===== src/rtl/vga_timing_gen_pkg.sv =====
// vga_timing_pkg: 640x480@60 timing constants and the shared raster count type
//   VGA_H_* / VGA_V_* : default porch, sync and active widths in clocks / lines
//   VGA_*_TOTAL       : derived line length and frame height
//   vga_count_t       : hcount/vcount type shared with the pixel generators
package vga_timing_pkg;
  localparam int VGA_H_ACTIVE = 640;
  localparam int VGA_H_FP = 16;
  localparam int VGA_H_SYNC = 96;
  localparam int VGA_H_BP = 48;
  localparam int VGA_V_ACTIVE = 480;
  localparam int VGA_V_FP = 10;
  localparam int VGA_V_SYNC = 2;
  localparam int VGA_V_BP = 33;
  localparam int VGA_H_TOTAL = VGA_H_ACTIVE + VGA_H_FP + VGA_H_SYNC + VGA_H_BP;
  localparam int VGA_V_TOTAL = VGA_V_ACTIVE + VGA_V_FP + VGA_V_SYNC + VGA_V_BP;
  localparam int VGA_MAX_TOTAL = 1024;
  typedef logic [9:0] vga_count_t;
endpackage


===== src/rtl/vga_timing_gen_if.sv =====
// vga_timing_gen_if: raster timing bundle between the timing generator and its consumers
//   enable                       : consumer -> generator, stalls the raster when low
//   hcount/vcount/active         : undelayed raster position for the pixel path
//   line_start/frame_start       : pulses aligned with hcount==0 / (0,0)
//   frame_count                  : completed frames, wraps at 256
//   vga_hs/vga_vs/vga_blank_n    : DAC-side sync and blank, pipeline aligned with RGB
//   vga_sync_n                   : sync-on-green, unused and held low
interface vga_timing_gen_if;
  import vga_timing_pkg::*;
  logic enable;
  vga_count_t hcount;
  vga_count_t vcount;
  logic active;
  logic line_start;
  logic frame_start;
  logic [7:0] frame_count;
  logic vga_hs;
  logic vga_vs;
  logic vga_blank_n;
  logic vga_sync_n;
  modport master (
    input enable,
    output hcount, vcount, active, line_start, frame_start, frame_count,
    output vga_hs, vga_vs, vga_blank_n, vga_sync_n
  );
  modport slave (
    output enable,
    input hcount, vcount, active, line_start, frame_start, frame_count,
    input vga_hs, vga_vs, vga_blank_n, vga_sync_n
  );
endinterface


===== src/rtl/vga_timing_gen_pipe_delay.sv =====
// vga_pipe_delay: WIDTH x DEPTH shift register with enable and async active-low clear
//   clk, rst_n : clock, asynchronous clear to INIT on every stage
//   en         : shift when high, hold every stage when low
//   d, q       : input word and word delayed by DEPTH enabled clocks (DEPTH=0 passes through)
module vga_pipe_delay #(
  parameter int WIDTH = 1,
  parameter int DEPTH = 1,
  parameter logic [WIDTH-1:0] INIT = '0
) (
  input  logic clk,
  input  logic rst_n,
  input  logic en,
  input  logic [WIDTH-1:0] d,
  output logic [WIDTH-1:0] q
);
  if (DEPTH == 0) begin : g_pass
    logic unused_ctrl;
    assign unused_ctrl = ^{clk, rst_n, en};
    assign q = d;
  end else begin : g_pipe
    logic [WIDTH-1:0] stage [DEPTH];
    always_ff @(posedge clk or negedge rst_n)
      if (!rst_n) begin
        for (int i = 0; i < DEPTH; i++) stage[i] <= INIT;
      end else if (en) begin
        stage[0] <= d;
        for (int i = 1; i < DEPTH; i++) stage[i] <= stage[i-1];
      end
    assign q = stage[DEPTH-1];
  end
endmodule


===== src/rtl/vga_timing_gen.sv =====
// vga_timing_gen: VGA raster counters with sync/blank delayed to match the pixel path
//   vga_clk : pixel clock
//   reset_n : asynchronous active-low reset
//   vif     : master side of vga_timing_gen_if (enable in; counts, pulses, sync, blank out)
module vga_timing_gen
  import vga_timing_pkg::*;
#(
  parameter int H_ACTIVE = VGA_H_ACTIVE,
  parameter int H_FP = VGA_H_FP,
  parameter int H_SYNC = VGA_H_SYNC,
  parameter int H_BP = VGA_H_BP,
  parameter int V_ACTIVE = VGA_V_ACTIVE,
  parameter int V_FP = VGA_V_FP,
  parameter int V_SYNC = VGA_V_SYNC,
  parameter int V_BP = VGA_V_BP,
  parameter bit SYNC_ACTIVE_LOW = 1'b1,
  parameter int PIPE_DELAY = 1
) (
  input logic vga_clk,
  input logic reset_n,
  vga_timing_gen_if.master vif
);
  localparam int H_TOTAL = H_ACTIVE + H_FP + H_SYNC + H_BP;
  localparam int V_TOTAL = V_ACTIVE + V_FP + V_SYNC + V_BP;
  localparam vga_count_t H_LAST = vga_count_t'(H_TOTAL - 1);
  localparam vga_count_t V_LAST = vga_count_t'(V_TOTAL - 1);
  localparam vga_count_t H_VIS = vga_count_t'(H_ACTIVE);
  localparam vga_count_t V_VIS = vga_count_t'(V_ACTIVE);
  localparam vga_count_t HS_BEG = vga_count_t'(H_ACTIVE + H_FP);
  localparam vga_count_t HS_LAST = vga_count_t'(H_ACTIVE + H_FP + H_SYNC - 1);
  localparam vga_count_t VS_BEG = vga_count_t'(V_ACTIVE + V_FP);
  localparam vga_count_t VS_LAST = vga_count_t'(V_ACTIVE + V_FP + V_SYNC - 1);
  localparam logic SYNC_IDLE = SYNC_ACTIVE_LOW;
  if (H_TOTAL > VGA_MAX_TOTAL || V_TOTAL > VGA_MAX_TOTAL) begin : g_total_check
    $error("vga_timing_gen: H_TOTAL and V_TOTAL must not exceed %0d", VGA_MAX_TOTAL);
  end
  if (PIPE_DELAY < 0 || PIPE_DELAY > 4) begin : g_delay_check
    $error("vga_timing_gen: PIPE_DELAY must be in 0..4");
  end
  vga_count_t hcount, vcount, h_next, v_next;
  logic [7:0] frame_count;
  logic started, line_start, frame_start, h_last, v_last, active, hs, vs;
  logic [2:0] pipe_q;
  // The first enabled edge after reset only arms the pulses for (0,0); counting starts on the next one.
  always_comb begin
    h_last = hcount == H_LAST;
    v_last = vcount == V_LAST;
    h_next = !started ? hcount : h_last ? '0 : hcount + 10'd1;
    v_next = !(started && h_last) ? vcount : v_last ? '0 : vcount + 10'd1;
    active = hcount < H_VIS && vcount < V_VIS;
    hs = (hcount >= HS_BEG && hcount <= HS_LAST) ? ~SYNC_IDLE : SYNC_IDLE;
    vs = (vcount >= VS_BEG && vcount <= VS_LAST) ? ~SYNC_IDLE : SYNC_IDLE;
  end
  always_ff @(posedge vga_clk or negedge reset_n)
    if (!reset_n) begin
      started <= 1'b0;
      hcount <= '0;
      vcount <= '0;
      line_start <= 1'b0;
      frame_start <= 1'b0;
      frame_count <= '0;
    end else if (vif.enable) begin
      started <= 1'b1;
      hcount <= h_next;
      vcount <= v_next;
      line_start <= h_next == '0;
      frame_start <= h_next == '0 && v_next == '0;
      frame_count <= frame_count + {7'd0, started && h_last && v_last};
    end
  // Blank is held low until counting starts so reset reads blanked even with no delay stages.
  vga_pipe_delay #(
    .WIDTH(3),
    .DEPTH(PIPE_DELAY),
    .INIT({SYNC_IDLE, SYNC_IDLE, 1'b0})
  ) u_pipe (
    .clk(vga_clk),
    .rst_n(reset_n),
    .en(vif.enable),
    .d({hs, vs, active && started}),
    .q(pipe_q)
  );
  assign vif.hcount = hcount;
  assign vif.vcount = vcount;
  assign vif.active = active;
  assign vif.line_start = line_start;
  assign vif.frame_start = frame_start;
  assign vif.frame_count = frame_count;
  assign vif.vga_hs = pipe_q[2];
  assign vif.vga_vs = pipe_q[1];
  assign vif.vga_blank_n = pipe_q[0];
  assign vif.vga_sync_n = 1'b0;
endmodule

===== src/flat_wrapper.sv =====
// flat-port wrapper written by rule: the top's interface ports become plain ports
module vga_timing_gen_flat import vga_timing_pkg::*;
#(
  parameter int H_ACTIVE = VGA_H_ACTIVE,
  parameter int H_FP = VGA_H_FP,
  parameter int H_SYNC = VGA_H_SYNC,
  parameter int H_BP = VGA_H_BP,
  parameter int V_ACTIVE = VGA_V_ACTIVE,
  parameter int V_FP = VGA_V_FP,
  parameter int V_SYNC = VGA_V_SYNC,
  parameter int V_BP = VGA_V_BP,
  parameter bit SYNC_ACTIVE_LOW = 1'b1,
  parameter int PIPE_DELAY = 1
)
  (vga_clk, reset_n, vif_enable, vif_hcount, vif_vcount, vif_active, vif_line_start, vif_frame_start, vif_frame_count, vif_vga_hs, vif_vga_vs, vif_vga_blank_n, vif_vga_sync_n);
  vga_timing_gen_if vif_i ();
  input logic vga_clk;
  input logic reset_n;
  input wire logic [$bits(vif_i.enable)-1:0] vif_enable;
  output wire logic [$bits(vif_i.hcount)-1:0] vif_hcount;
  output wire logic [$bits(vif_i.vcount)-1:0] vif_vcount;
  output wire logic [$bits(vif_i.active)-1:0] vif_active;
  output wire logic [$bits(vif_i.line_start)-1:0] vif_line_start;
  output wire logic [$bits(vif_i.frame_start)-1:0] vif_frame_start;
  output wire logic [$bits(vif_i.frame_count)-1:0] vif_frame_count;
  output wire logic [$bits(vif_i.vga_hs)-1:0] vif_vga_hs;
  output wire logic [$bits(vif_i.vga_vs)-1:0] vif_vga_vs;
  output wire logic [$bits(vif_i.vga_blank_n)-1:0] vif_vga_blank_n;
  output wire logic [$bits(vif_i.vga_sync_n)-1:0] vif_vga_sync_n;
  assign vif_i.enable = vif_enable;
  assign vif_hcount = vif_i.hcount;
  assign vif_vcount = vif_i.vcount;
  assign vif_active = vif_i.active;
  assign vif_line_start = vif_i.line_start;
  assign vif_frame_start = vif_i.frame_start;
  assign vif_frame_count = vif_i.frame_count;
  assign vif_vga_hs = vif_i.vga_hs;
  assign vif_vga_vs = vif_i.vga_vs;
  assign vif_vga_blank_n = vif_i.vga_blank_n;
  assign vif_vga_sync_n = vif_i.vga_sync_n;
  vga_timing_gen #(.H_ACTIVE(H_ACTIVE), .H_FP(H_FP), .H_SYNC(H_SYNC), .H_BP(H_BP), .V_ACTIVE(V_ACTIVE), .V_FP(V_FP), .V_SYNC(V_SYNC), .V_BP(V_BP), .SYNC_ACTIVE_LOW(SYNC_ACTIVE_LOW), .PIPE_DELAY(PIPE_DELAY)) u_core (.vga_clk(vga_clk), .reset_n(reset_n), .vif(vif_i));
endmodule

===== config.mk =====
export PLATFORM = sky130hd
export DESIGN_NAME = vga_timing_gen_flat
export DESIGN_NICKNAME = d
export VERILOG_FILES = /design/src/rtl/vga_timing_gen_pkg.sv /design/src/rtl/vga_timing_gen_if.sv /design/src/rtl/vga_timing_gen_pipe_delay.sv /design/src/rtl/vga_timing_gen.sv /design/src/flat_wrapper.sv
export SDC_FILE = /design/constraint.sdc
export NUM_CORES = 1
export LEC_CHECK = 0
export ABC_AREA = 1
export ABC_CLOCK_PERIOD_IN_PS = 2370
export CAP_MARGIN = 20
export CORE_UTILIZATION = 35
export CTS_BUF_LIST = sky130_fd_sc_hd__clkbuf_8
export DETAILED_ROUTE_END_ITERATION = 10
export HOLD_SLACK_MARGIN = 0.1
export PLACE_DENSITY = 0.63
export SLEW_MARGIN = 20
export SYNTH_ARGS = -nofsm -noshare
export SYNTH_HDL_FRONTEND = slang
export SYNTH_SLANG_ARGS = --single-unit

===== constraint.sdc =====
create_clock -name vga_clk -period 2.37 [get_ports vga_clk]
set_input_delay 0.3555 -clock vga_clk [delete_from_list [all_inputs] [get_ports vga_clk]]
set_output_delay 0.3555 -clock vga_clk [all_outputs]
set_load 0.1 [all_outputs]

==> results of run 1 <==
## area by class of cell
cell class | count | area (sq um) | area share, %
Clock inverter | 2 | 8.76 | 0.319
Tap cell | 75 | 93.8 | 3.42
Multi-Input combinational cell | 237 | 1190 | 43.5
Sequential cell | 34 | 877 | 32.0
Timing Repair Buffer | 44 | 348 | 12.7
Clock buffer | 6 | 82.6 | 3.01
Inverter | 37 | 139 | 5.06
## final timing paths
path,from,endpoint,slack [ns]
min in group vga_clk,u_core.vif.frame_start,u_core.vif.frame_start,0.49
min,reset_n,u_core.vif.vcount[6],0.48
max in group asynchronous,reset_n,u_core.vif.hcount[1],1.52
max reg2reg,u_core.vif.hcount[0],u_core.vif.frame_count[2],0.21
max,u_core.vif.hcount[0],u_core.vif.frame_count[2],0.21
min reg2reg,u_core.vif.frame_start,u_core.vif.frame_start,0.49
## flip-flops by register name, summed over array words and instances, names as in the netlist
register / count
u_core.vif.hcount: 10
u_core.vif.vcount: 10
u_core.vif.frame_count: 8
u_core.u_pipe.q: 3
u_core.started: 1
u_core.vif.frame_start: 1
u_core.vif.line_start: 1
## cell usage in the layout, fill, tap and decap left out, drive strengths merged, types with 2 or more instances in the layout
master,synthesis,routed
o21ai,29,29
a21oi,3,3
nor2,36,36
dfrtp,32,32
xor2,2,2
nand3,30,30
clkdlybuf4s50,0,2
nand2,106,106
clkbuf,5,6
dfstp,2,2
ha,7,7
buf,2,42
nand4,10,10
xnor2,4,4
nor3,4,4
inv,37,38
## power by group
part	total (mW)	internal, mW	switching, mW
clock network	0.449	0.230	0.218
logic	1.32	0.285	1.03
registers	0.826	0.682	0.144
## cell families after synthesis
group           synth area share, %
compound gates                 7.95
xor+xnor                       2.37
fa+ha+maj                      3.95
buf+inv                        7.67
flops                          38.5
other cells                   0.169
simple gates                   39.4
## metal layers
layer / GRT usage [%] / vias to the layer above
met3: 4.00 / 14
met4: 7.37 / 0
met1: 25.3 / 996
met2: 31.3 / 47
met5: 0 / -
li1: - / 1097
## cell usage after synthesis, drive strengths merged
master	count	area share, %
a211oi	1	0.34
a21oi	3	0.68
a41oi	1	0.39
and3	1	0.28
buf	2	0.56
clkbuf	5	0.85
conb	1	0.17
dfrtp	32	36
dfstp	2	2.4
ha	7	3.9
inv	37	6.3
nand2	106	19
nand3	30	7.6
nand4	10	2.8
nor2	36	8.5
nor3	4	0.90
nor4	1	0.28
o21ai	29	6.5
or2	1	0.28
xnor2	4	1.6
xor2	2	0.79
## stage by stage
step / util (%) / hold slack [ns] / cells / worst slack, ns / instance area, sq um
final: 45.5 / 0.476 / 435 / 0.208 / 2740
after global routing: 45.5 / 0.509 / 435 / 0.0136 / 2740
after CTS: 45.3 / 0.493 / 433 / 0.145 / 2730
after detailed placement: 43.8 / 0.467 / 425 / 0.164 / 2640
after global placement: 43.8 / 0.479 / 425 / 0.256 / 2640
after floorplan: - / 0.0599 / 315 / 0.0165 / 2240
## critical path, stage by stage, from the launching register on
cell and delay, ns:
dfrtp_4 0.51, ha_1 0.24, inv_1 0.15, nor2_8 0.07, nand2_4 0.09, nor2_8 0.04
nand2_2 0.08, inv_1 0.05, ha_1 0.20, ha_1 0.20, and3_1 0.16, or2_2 0.27
inv_1 0.05
==> results.md, run 1 <==
* Reg2reg path depth at 12
* Filler cell count at about 630
* Syn Area/Cell at 7.04 sq um
* WP data arrival at 2.39 ns
* CP max FO at 7
* Fin. Hold Viols at 0
* Mapped Cells at 315
* Crit Path Class: flop to flop
* Leakage at between 1 and 1.5 nW
* Met2 WL at 2.69 mm
* Core ar. at 6030 sq um
* Post-DP HPWL at 4.27 mm
* Max layer used: met4
* Final min period at 2.16 ns
* Layout Nets at between 300 and 400
* Mapped Nets at 325
* Routed WL per cell at approximately 13 um
* IO Count at 38
* # diodes at 0
* Peak supply drop at slightly below 0.8 mV
* Max Fclk at 463 MHz
* Postcts setup bufs at 0
* Met1 WL at 2.67 mm
* Area delta synth->final at 23.7%
* GRT overflow at 0
* MaxCap Viol Count at 0
* Final routed DRC violation total at 0
* Post-cts hold buffer count at 0
* Vias in the first global route at 2,058
* FF+latch count, synth at 34
* Clk buf depth at 2
* Post-Synthesis Cell Area at roughly 2200 sq um
* RSZ-0062 raised after global routing: false
* # port buffers at 36
* Clk_skew at 0.00776 ns
* Min-delay worst type: input pin to asynchronous set/reset pin
* Root Driver: clkbuf_8
* Clock transition at path regs at approximately 0.080 ns
* Pre-antenna DRT Iters at 4
* Critical path capture point type: flop
* Clock Sinks at 34
* Status: complete, no violations
* Number of core rows at 28
* Global-route wire length before repair at 9.84 mm
* Worst-skew pair later-pin latency at 0.29 ns
* Initial core utilization at 36.8%
* Synth warnings at 0
* Max-slew violations at 0
* Total chip power at 2.59 mW
* Pwr per Cell Area at 944 nW/um^2
* Total number of H-tree levels at 2
* Period utilisation layout at around nine tenths
* CTS tree: done
* TritonCTS Buffers at 5
* Via density at 4.95
* Initial drt markers at 117
* Drt total wl at 5.73 mm
* Largest net degree at the start of global routing at 41
* Endpoints failing setup at 0
* Layout cell share with drive strength beyond 1 at 23.6%
* Die width at 81.6 um
* DIE AREA at 6660 sq um
* Gpl congestion at 0.903
* Routed met3 length at ~220 um
* Die height at 81.6 um
* Post_cts resized at 0
* Sequential fraction of the synthesis area at between 30% and 40%
* Netlist cell types at 31
* Via count at 2,154
* Routed Antenna Nets at 0
* All-layer global routing usage at 19.3%
* Sum Neg Setup Slack at 0 ns
* Critical Path Source Type: flop
* CP Data Required Time at 2.60 ns
* Initial antenna violation count at 0
No activity file was read; power rests on OpenSTA's default activity.
==> run 2, diff against run 1 <==
Settings changed: CTS_BUF_LIST sky130_fd_sc_hd__clkbuf_8 to not set.
==> run 2 against run 1 <==
Clock skew about the same. Critical path depth unchanged. Fmax about the same. Critical endpoint unchanged.
==> results.md, run 2 (synthesis results as in run 1) <==
* Reg2Reg Launch Point: u_core.vif.hcount[0]
* Endpoints failing setup at 0
* Pwr per Cell Area at 945 nW/um^2
* Routed WL per cell at 13.2 um
* Postcts setup bufs at 0
* Min-delay worst type: input pin to asynchronous set/reset pin
* Via density at slightly below 5
* Worst-skew pair later-pin latency at 0.29 ns
* Vias in the first global route at between 2,000 and 2,500
* Routed Antenna Nets at 0
* Final routed DRC violation total at 0
* Clk_skew at a little under 0.008 ns
* Crit-path slowest cell: dfrtp_4
* Critical path capture point type: flop
* IO Count at 38
* Global-route wire length before repair at 9.84 mm
* CP Data Required Time at between 2 and 3 ns
* Sum Neg Setup Slack at 0 ns
* Post-route cell area at 2740 sq um
* Most common cell after layout, fill and taps aside: nand2_1
* Critical Path Source Type: flop
* Die width at 81.6 um
* Clk buf depth at 2
* GRT overflow at 0
* Cell Area, Placed at 2640 sq um
* Reg-to-Reg End: u_core.vif.frame_count[2]
* Initial core utilization at 36.8%
* # diodes at 0
* Critical Path Stages at 12
* Initial antenna violation count at 0
* Status: complete, no violations
* Gpl congestion at 0.903
* Leakage at 1.41 nW
* Crit Path Class: flop to flop
* CP Cell Sequence: ha_1 -> inv_1 -> nor2_8 -> nand2_4 -> nor2_8 -> nand2_2 -> inv_1 -> ha_1 -> ha_1 -> and3_1 -> or2_2 -> inv_1
* Layout Nets at 369
* Top flop regs: u_core.vif.hcount x10, u_core.vif.vcount x10, u_core.vif.frame_count x8
* CP bufs+invs at 3
* Layout cell share with drive strength beyond 1 at between 20% and 30%
* Largest net degree at the start of global routing at 41
* Number of core rows at 28
* Post-cts hold buffer count at 0
* Area delta synth->final at 23.7%
* Clock Sinks at 34
* Max Fclk at 463 MHz
* Final min period at 2.16 ns
* Flop2flop setup slack at 0.21 ns
* Die height at 81.6 um
* DIE AREA at between 6000 and 7000 sq um
* CP Launch Point: u_core.vif.hcount[0]
* All-layer global routing usage at 19.3%
* Via count at 2,154
* Biggest cell delay along the critical path at 0.51 ns
* Drt total wl at between 5 and 6 mm
* CTS tree: done
* Initial drt markers at 117
* Post_cts resized at 0
* Post-DP HPWL at approximately 4.3 mm
* # port buffers at 36
* Hold slack at 0.476 ns
* CP max FO at 7
* WP data arrival at roughly 2.4 ns
* Pre-antenna DRT Iters at 4
* Cell family with most CP delay: simple AND/OR/NAND/NOR gates
* Max-slew violations at 0
* Core ar. at 6030 sq um
* Peak supply drop at 0.780 mV
* Highest-count cells in the layout ignoring fill and taps: nand2_1 (100), buf_4 (41), inv_1 (33)
* Total number of H-tree levels at 2
* Critical Path End: u_core.vif.frame_count[2]
* Clock transition at path regs at roughly 0.080 ns
* Fin. Hold Viols at 0
* TritonCTS Buffers at 5
* Root Driver: clkbuf_8
* Period utilisation layout at 91.2%
* RSZ-0062 raised after global routing: false
* MaxCap Viol Count at 0
* Reg2reg path depth at 12
==> run 2: metal layers <==
layer / GRT usage, % / wire [um]
met1: 25.3 / 2680
met2: 31.3 / 2690
met3: 4.00 / 223
met4: 7.37 / 142
met5: 0 / 0
==> run 2: metrics by stage <==
| stage | power, mW | setup slack, ns | cells | util [%] |
|---|---|---|---|---|
| 3_5_place_dp | 2.16 | 0.164 | 425 | 43.8 |
| 4_1_cts | 2.62 | 0.146 | 433 | 45.3 |
| 5_1_grt | 2.75 | 0.0136 | 435 | 45.5 |
| 3_3_place_gp | 2.15 | 0.256 | 425 | 43.8 |
| 2_1_floorplan | 1.84 | 0.0165 | 315 | - |
| 6_report | 2.59 | 0.209 | 435 | 45.5 |
==> run 2: worst register-to-register path, cell delays in order, from the launching register on <==
cell	delay [ns]
dfrtp_4	0.51
ha_1	0.24
inv_1	0.15
nor2_8	0.07
nand2_4	0.09
nor2_8	0.04
nand2_2	0.08
inv_1	0.05
ha_1	0.20
ha_1	0.20
and3_1	0.17
or2_2	0.27
inv_1	0.05
==> run 2: worst min path at each step <==
stage                                          from                   endpoint  slack, ns  cells after the start
after floorplan                             reset_n             u_core.started       0.06                      0
after global placement       u_core.vif.frame_start     u_core.vif.frame_start       0.48                      2
after detailed placement  u_core.vif.frame_count[7]  u_core.vif.frame_count[7]       0.47                      1
after CTS                    u_core.vif.frame_start     u_core.vif.frame_start       0.49                      2
after global routing      u_core.vif.frame_count[7]  u_core.vif.frame_count[7]       0.51                      1
final                                       reset_n       u_core.vif.vcount[6]       0.48                      2
==> run 2: area by class of cell <==
class	count	area, sq um
timing repair buffer	44	348
sequential	34	877
clock inverter	1	5.00
clock buffer	7	86.3
fill	631	3280
inverter	37	139
tap	75	93.8
multi-input combinational	237	1190
==> run 2: report_power, final <==
part	internal [mW]	leakage, nW	total (mW)	switching (mW)
clock	0.235	0.0482	0.453	0.218
sequential	0.682	0.421	0.826	0.144
combinational	0.285	0.945	1.32	1.03
==> run 3, diff against run 2 <==
Settings changed: RECOVER_POWER set to 25.
==> run 3 against run 2 <==
Via count unchanged. Global-route usage unchanged. Clock power about the same. Largest power group unchanged.
==> results.md, run 3 (synthesis results as in run 1) <==
* Status: complete, no violations
* Routed Antenna Nets at 0
* Drt total wl at 5.73 mm
* Slew margin rel. at 40.9%
* Die width at 81.6 um
* Die height at 81.6 um
* Leakage at 1.41 nW
* Final worst setup slack at 0.209 ns
* Critical Path End: u_core.vif.frame_count[2]
* Area of the multi-input gates at about 1200 sq um
* Clock Sinks at 34
* WP data arrival at 2.39 ns
* Final min period at 2.16 ns
* Highest-count cells in the layout ignoring fill and taps: nand2_1 (100), buf_4 (40), inv_1 (33)
* Fin. Hold Viols at 0
* DIE AREA at 6660 sq um
* Area delta synth->final at 23.6%
* Cell Area, Placed at between 2000 and 3000 sq um
* Worst-skew pair later-pin latency at 0.29 ns
* Top flop regs: u_core.vif.hcount x10, u_core.vif.vcount x10, u_core.vif.frame_count x8
* Hold depth at 2
* MaxCap Viol Count at 0
* Peak supply drop at roughly 0.78 mV
* Largest net degree at the start of global routing at 41
* # port buffers at 36
* Sum Neg Setup Slack at 0 ns
* Initial antenna violation count at 0
* Global-route wire length before repair at 9.84 mm
* Most common cell after layout, fill and taps aside: nand2_1
* All-layer global routing usage at 19.3%
* Clk_skew at 0.00776 ns
* Tightest Pin Transition at 0.886 ns
* Vias in the first global route at 2,058
* Via density at between 4 and 5
* Critical Path Source Type: flop
* Clk buf depth at 2
* Min-delay worst type: flop to flop
* Routed WL per cell at 13.2 um
* Reg2Reg Launch Point: u_core.vif.hcount[0]
* Number of core rows at 28
* CP Launch Point: u_core.vif.hcount[0]
* Reg2reg path depth at 12
* Critical path capture point type: flop
* Pwr per Cell Area at 946 nW/um^2
* Crit-path slowest cell: dfrtp_4
* RSZ-0062 raised after global routing: false
* Total chip power at around 2.6 mW
* Post_cts resized at 0
* Core ar. at 6030 sq um
* Crit Path Class: flop to flop
* Hold slack at a little under 0.5 ns
* Clock transition at path regs at 0.07 ns
* Reg-to-Reg End: u_core.vif.frame_count[2]
* Flop2flop setup slack at 0.21 ns
* FF+latch area at 877 sq um
* GRT overflow at 0
* Post-route cell area at 2740 sq um
* Filler cell count at 632
* Gpl congestion at 0.903
* Post-DP HPWL at 4.27 mm
* CP Data Required Time at 2.60 ns
* Max Fclk at 463 MHz
* Pre-CTS setup slack at 0.164 ns
* CTS tree: done
* Max-slew violations at 0
* Final routed DRC violation total at 0
* Layout cell share with drive strength beyond 1 at 23.6%
* CP max FO at 7
* # diodes at 0
* Initial core utilization at roughly 37%
* Endpoints failing setup at 0
* IO Count at 38
* Pre-antenna DRT Iters at 4
* Via count at 2,154
* Layout Nets at approximately 370
* Biggest cell delay along the critical path at about 0.51 ns
* Root Driver: clkbuf_8
* CP Cell Sequence: ha_1 -> inv_1 -> nor2_8 -> nand2_4 -> nor2_8 -> nand2_2 -> inv_1 -> ha_1 -> ha_1 -> and3_1 -> or2_2 -> inv_1
* Initial drt markers at roughly 120
* Total number of H-tree levels at 2
* Period utilisation layout at 91.2%
* TritonCTS Buffers at 5
-- run 3: changes by cell type in the layout (fill, tap and decap cells not counted) --
cell             before  now
buf_4                41   40
clkdlybuf4s50_1       2    1
dlygate4sd3_1         0    1
clkbuf_2              0    1
-- run 3: stage by stage --
step | std cells | utilization [%]
floorplan | 315 | -
global placement | 425 | 43.8
detailed placement | 425 | 43.8
CTS | 433 | 45.3
global route | 435 | 45.5
finish | 435 | 45.5
-- run 3: per-layer routing --
layer	GRT usage [%]	vias up	part of all wire (%)	routed length, um
met1	25.3	996	47	2680
li1	-	1097	-	-
met4	7.37	0	2.5	142
met5	0	-	0	0
met3	4.00	14	3.9	223
met2	31.3	47	47	2690
-- run 3: final cells by class --
type / count / share of cell area, %
multi-input combinational: 237 / 43.6
timing repair buffer: 44 / 12.6
tap: 75 / 3.42
clock inverter: 1 / 0.183
inverter: 37 / 5.07
clock buffer: 7 / 3.15
sequential: 34 / 32.0
-- run 3: power by group --
group	internal (mW)	total, mW	leakage, nW	switching, mW
clock network	0.235	0.453	0.0482	0.218
registers	0.682	0.826	0.421	0.144
logic	0.284	1.31	0.945	1.03
-- run 3: worst min path at each step --
stage / startpoint / to
2_1_floorplan: reset_n / u_core.started
3_3_place_gp: u_core.vif.frame_start / u_core.vif.frame_start
3_5_place_dp: u_core.vif.frame_count[7] / u_core.vif.frame_count[7]
4_1_cts: u_core.vif.frame_start / u_core.vif.frame_start
5_1_grt: u_core.vif.frame_count[7] / u_core.vif.frame_count[7]
6_report: u_core.vif.frame_start / u_core.vif.frame_start
-- run 3: worst max-delay path: cells and delay by family, from the launching register on --
kind | cells | cell delay (ns)
flops | 1 | 0.51
simple gates | 6 | 0.71
buf+inv | 3 | 0.25
fa+ha+maj | 3 | 0.64
-- run 3: timing repair --
action | CTS | global route
endpoints found under the setup margin | 0 | 2
hold buffers | 0 | 0
buffers inserted | 0 | 2
